### src/rtl/seg7_byte_decoder.sv
// Seven-segment readback decoder: turns active-low digit patterns,
// low digit first, back into bytes on a valid/ready output.
module seg7_byte_decoder (
    input  logic       clock,
    input  logic       reset,
    input  logic [0:6] seg_in,
    input  logic       in_valid,
    output logic       in_ready,
    output logic [7:0] byte_out,
    output logic       out_valid,
    input  logic       out_ready,
    output logic       err,
    output logic [7:0] err_count
);

    typedef enum logic [1:0] {
        WAIT_LO,
        WAIT_HI,
        FULL
    } state_t;

    state_t     state_q, state_d;
    logic [3:0] lo_q, lo_d;
    logic [7:0] byte_q, byte_d;
    logic       ov_q, ov_d;
    logic       err_q, err_d;
    logic [7:0] cnt_q, cnt_d;

    logic [3:0] dig;
    logic       dig_ok;
    logic       accept;

    // Table is written with seg_in[0] (segment a) as the leftmost bit.
    always_comb begin
        dig    = 4'h0;
        dig_ok = 1'b1;
        case (seg_in)
            7'b0000001: dig = 4'h0;
            7'b1001111: dig = 4'h1;
            7'b0010010: dig = 4'h2;
            7'b0000110: dig = 4'h3;
            7'b1001100: dig = 4'h4;
            7'b0100100: dig = 4'h5;
            7'b0100000: dig = 4'h6;
            7'b0001111: dig = 4'h7;
            7'b0000000: dig = 4'h8;
            7'b0000100: dig = 4'h9;
            7'b0001000: dig = 4'hA;
            7'b1100000: dig = 4'hB;
            7'b0110001: dig = 4'hC;
            7'b1000010: dig = 4'hD;
            7'b0110000: dig = 4'hE;
            7'b0111000: dig = 4'hF;
            default:    dig_ok = 1'b0;
        endcase
    end

    assign in_ready = (state_q != FULL);
    assign accept   = in_valid & in_ready;

    always_comb begin
        state_d = state_q;
        lo_d    = lo_q;
        byte_d  = byte_q;
        ov_d    = ov_q;
        err_d   = 1'b0;
        cnt_d   = cnt_q;
        if (accept && !dig_ok) begin
            err_d   = 1'b1;
            lo_d    = 4'h0;
            state_d = WAIT_LO;
            if (cnt_q != 8'hFF) begin
                cnt_d = cnt_q + 8'd1;
            end
        end else begin
            unique case (state_q)
                WAIT_LO: begin
                    if (accept) begin
                        lo_d    = dig;
                        state_d = WAIT_HI;
                    end
                end
                WAIT_HI: begin
                    if (accept) begin
                        byte_d  = {dig, lo_q};
                        ov_d    = 1'b1;
                        state_d = FULL;
                    end
                end
                FULL: begin
                    if (out_ready) begin
                        ov_d    = 1'b0;
                        state_d = WAIT_LO;
                    end
                end
                default: state_d = WAIT_LO;
            endcase
        end
    end

    always_ff @(posedge clock) begin
        if (!reset) begin
            state_q <= WAIT_LO;
            lo_q    <= 4'h0;
            byte_q  <= 8'h00;
            ov_q    <= 1'b0;
            err_q   <= 1'b0;
            cnt_q   <= 8'h00;
        end else begin
            state_q <= state_d;
            lo_q    <= lo_d;
            byte_q  <= byte_d;
            ov_q    <= ov_d;
            err_q   <= err_d;
            cnt_q   <= cnt_d;
        end
    end

    assign byte_out  = byte_q;
    assign out_valid = ov_q;
    assign err       = err_q;
    assign err_count = cnt_q;

endmodule

### config.mk
export PLATFORM = sky130hd
export DESIGN_NAME = seg7_byte_decoder
export DESIGN_NICKNAME = d
export VERILOG_FILES = /design/src/rtl/seg7_byte_decoder.sv
export SDC_FILE = /design/constraint.sdc
export NUM_CORES = 1
export LEC_CHECK = 0
export CAP_MARGIN = 20
export CORE_ASPECT_RATIO = 1.1
export CORE_MARGIN = 4
export CORE_UTILIZATION = 35
export CTS_BUF_LIST = sky130_fd_sc_hd__clkbuf_8 sky130_fd_sc_hd__clkbuf_16
export DETAILED_ROUTE_END_ITERATION = 8
export MAX_ROUTING_LAYER = met4
export SLEW_MARGIN = 20
export SYNTH_ARGS = -nofsm -noshare
export SYNTH_HDL_FRONTEND = slang
export SYNTH_SLANG_ARGS = --single-unit
### constraint.sdc
create_clock -name clock -period 3.7 [get_ports clock]
set_input_delay 0.74 -clock clock [delete_from_list [all_inputs] [get_ports clock]]
set_output_delay 0.74 -clock clock [all_outputs]
set_load 0.05 [all_outputs]
==> results.sh <==
export IMPL_crit_slowest_cell="clkdlybuf4s50_1"
export IMPL_clkPwrFrac=0.385
export IMPL_vias_per_cell=5.49
export IMPL_crit_path_max_fanout=14
export IMPL_ff2ff_path_depth=7
export IMPL_whs_ps=474
export IMPL_max_cap_violations=0
export IMPL_slowest_delay_ps=770
export IMPL_netSwitchingFraction=0.258
export IMPL_area_growth_pct=21.5
export IMPL_diodes=0
export IMPL_numCtsBuffers=3
export IMPL_hold_start="byte_out[5]$_SDFFE_PN0P_"
export IMPL_post_route_period_util=0.787
export IMPL_syn_inst=191
export IMPL_cts_tree="done"
export IMPL_drt_pass1_iter_count=4
export IMPL_power_density_mw_per_mm2=299
export IMPL_track_usage=0.139
export IMPL_p_sw_uw=156
export IMPL_port_buffers=29
export IMPL_status="finished, final reports clean"
export IMPL_wl_per_cell_um=13.9
export IMPL_startpoint_type="input pin"
export IMPL_routed_wl_um=3740
export IMPL_antenna_left=0
export IMPL_clkTransAtPathRegs_ps=90
export IMPL_crit_arrival_ps=3090
export IMPL_fin_ws_ps=788
export IMPL_max_slew_margin=0.599
export IMPL_holdPathStages=2
export IMPL_grt_max_degree=39
export IMPL_worst_pin_slew_ps=602
export IMPL_cts_hold_buffers=0
export IMPL_min_period_ps=2910
export IMPL_yosysTopAreaCellShare=0.289
export IMPL_layout_nets=228
export IMPL_dpl_worst_slack_ps=493
export IMPL_yosysSeqAreaShare=0.289
export IMPL_rsz0062_at_grt="false"
export IMPL_die_h_um=80.3
export IMPL_initial_utilization=0.360
export IMPL_rrSetupSlack_ps=1570
export IMPL_endpoint_kind="register"
export IMPL_synth_edf_count=0
export IMPL_ys_warn_count=0
export IMPL_antenna_found_initial=0
export IMPL_drt_iter0_markers=77
export IMPL_timing_rr_start="state_q[0]$_SDFFE_PP0P_"
export IMPL_synth_area_leader_cell="dfxtp_1"
export IMPL_clock_sinks=24
export IMPL_ctsResizeCount=0
export IMPL_clk_path_buf_depth=2
export IMPL_post_cts_setup_buffers=0
export IMPL_hp_class="register to register"
export IMPL_htreeDepth=1
export IMPL_clk_latency_ps=270
export IMPL_max_freq_mhz=343
export IMPL_fp_dieArea_mm2=0.00592
export IMPL_dpl_hpwl_um=2690
export IMPL_vdd_drop_max_mv=0.128
export IMPL_pwr_share_comb=0.172
export IMPL_synth_area_mm2=0.00166
export IMPL_holdPathEnd="byte_out[5]$_SDFFE_PN0P_"
export IMPL_via_count=1471
export IMPL_grt_pass1_vias=1343
export IMPL_syn_area_per_cell_um2=8.70
export IMPL_synth_area_leaders="dfxtp_1 29%, mux2i_1 6.0%, nand3_1 5.1%"
export IMPL_cts_root_buf="clkbuf_8"
export IMPL_criticalPathCategory="input pin to register"
export IMPL_p_int_uw=448
export IMPL_setup_tns_ps=0
export IMPL_drc_errors=0
export IMPL_power_leakage_nw=0.786
export IMPL_setup_viol=0
export IMPL_place_inst=264
export IMPL_synth_seq_cells=24
export IMPL_reg2reg_to="err_count[5]$_SDFFE_PN0P_"
export IMPL_ys_flop_type="dfxtp_1"
export IMPL_layout_drive_gt1_share=0.0943
export IMPL_clock_skew_ps=5.71
export IMPL_overflow=0
export IMPL_die_w_um=73.7
export IMPL_cp_cell_sequence="clkdlybuf4s50_1 > and4bb_1 > a22oi_4 > o21ai_4 > o311ai_4 > mux2i_1 > nor2b_1"
export IMPL_gp_congestion=0.830
export IMPL_yosysUniqueCellTypes=54
export IMPL_crit_family="compound AO/OA/AOI/OAI gates"
export IMPL_core_mm2=0.00462
export IMPL_stdcell_count=268
export IMPL_pwr_share_seq=0.443
export IMPL_ios=30
export IMPL_cp_required_ps=3870
export IMPL_rows=26
export IMPL_hold_viol_final=0
export IMPL_async_flop_share=0
export IMPL_maxSlewViolCount=0
export IMPL_syn_nets=206
export IMPL_cp_num_buf_inv=1
export IMPL_grt_pass1_wl_um=6440
kinds of logic after synthesis:
logic type                 Yosys count  synth area share
DFF                                 24             0.289
adders and majority gates            4            0.0301
AOI/OAI and AO/OA                   38             0.201
buffers and inverters               21            0.0693
muxes                               10            0.0602
and+or+nand+nor                     93             0.345
xor gates and xnor gates             1           0.00527
sequential cells by signal, indices dropped and copies added, names as in the netlist:
signal / cells
state_q: 2
err_count: 8
err: 1
out_valid: 1
lo_q: 4
byte_out: 8
cells in the final DEF, fill, tap and decap left out, types with 2 or more instances in the layout:
cell type,synthesis,layout
a32oi_1,2,2
a21oi_1,5,5
and2_1,2,2
nor3b_1,4,4
and3b_1,2,2
nor3_1,5,5
clkdlybuf4s50_1,0,28
o211ai_1,4,4
dfxtp_1,24,24
nand4_1,8,8
and3_1,5,5
nand2_1,13,13
ha_1,4,4
o21ai_2,3,3
clkbuf_8,0,3
nand3_1,17,17
buf_4,2,3
o21ai_0,7,7
nor2_1,5,5
nor2b_1,10,10
nor4b_1,2,2
mux2i_1,10,10
inv_1,6,6
nand2b_1,9,9
layout make-up:
cell class,count,area (um2)
fill,474,2600
clock buffer,3,41.3
inverter,6,22.5
tap,56,70.1
multi-input combinational,146,1070
sequential,24,480
timing repair buffer,32,308
clock inverter,1,30.0
layer usage:
layer  up-vias  share of wire  GRT usage
li1        750              -          -
met1       685           0.44      0.170
met2        31           0.50      0.233
met3         5          0.035     0.0100
met4         0          0.019     0.0580
met5         -              0          -
worst max-delay path by stage:
stage | start | end | cells past startpoint
final | seg_in[4] | byte_out[0]$_SDFFE_PN0P_ | 7
after global routing | seg_in[0] | byte_out[7]$_SDFFE_PN0P_ | 7
after CTS | seg_in[0] | byte_out[0]$_SDFFE_PN0P_ | 7
after detailed placement | seg_in[0] | byte_out[0]$_SDFFE_PN0P_ | 7
after global placement | seg_in[3] | byte_out[7]$_SDFFE_PN0P_ | 8
after floorplan | seg_in[3] | byte_out[5]$_SDFFE_PN0P_ | 7
Yosys cell counts (2+ instances only):
master,number
o21ai_0,7
nand3_1,17
and2_1,2
nor2_1,5
o21ai_2,3
buf_4,2
buf_6,3
clkbuf_1,5
nor3b_1,4
mux2i_1,10
a32oi_1,2
a21oi_1,5
and3b_1,2
nand2_1,13
nor2b_1,10
ha_1,4
o211ai_1,4
dfxtp_1,24
inv_1,6
nor4b_1,2
nand4_1,8
nand2b_1,9
nor3_1,5
and3_1,5
buf_2,5
power groups by stage:
| stage | Clock, mW | Sequential, mW | Combinational (mW) |
|---|---|---|---|
| 2_1_floorplan | 0 | 0.286 | 0.0644 |
| 3_5_place_dp | 0 | 0.273 | 0.105 |
| 6_report | 0.232 | 0.267 | 0.104 |
| 3_3_place_gp | 0 | 0.273 | 0.104 |
| 4_1_cts | 0.236 | 0.267 | 0.105 |
| 5_1_grt | 0.244 | 0.268 | 0.113 |
metrics by stage:
stage / cell area (um2) / power (mW) / utilization
3_3_place_gp: 1950 / 0.377 / 0.423
3_5_place_dp: 1950 / 0.378 / 0.423
6_report: 2020 / 0.604 / 0.437
4_1_cts: 2020 / 0.608 / 0.438
5_1_grt: 2020 / 0.625 / 0.437
2_1_floorplan: 1660 / 0.350 / -
tightest hold or removal path: stages, from the launching register on:
cell	delay, ps
dfxtp_1	320
nand2_1	70
a21boi_2	50
(Power assumes the default switching activity.)
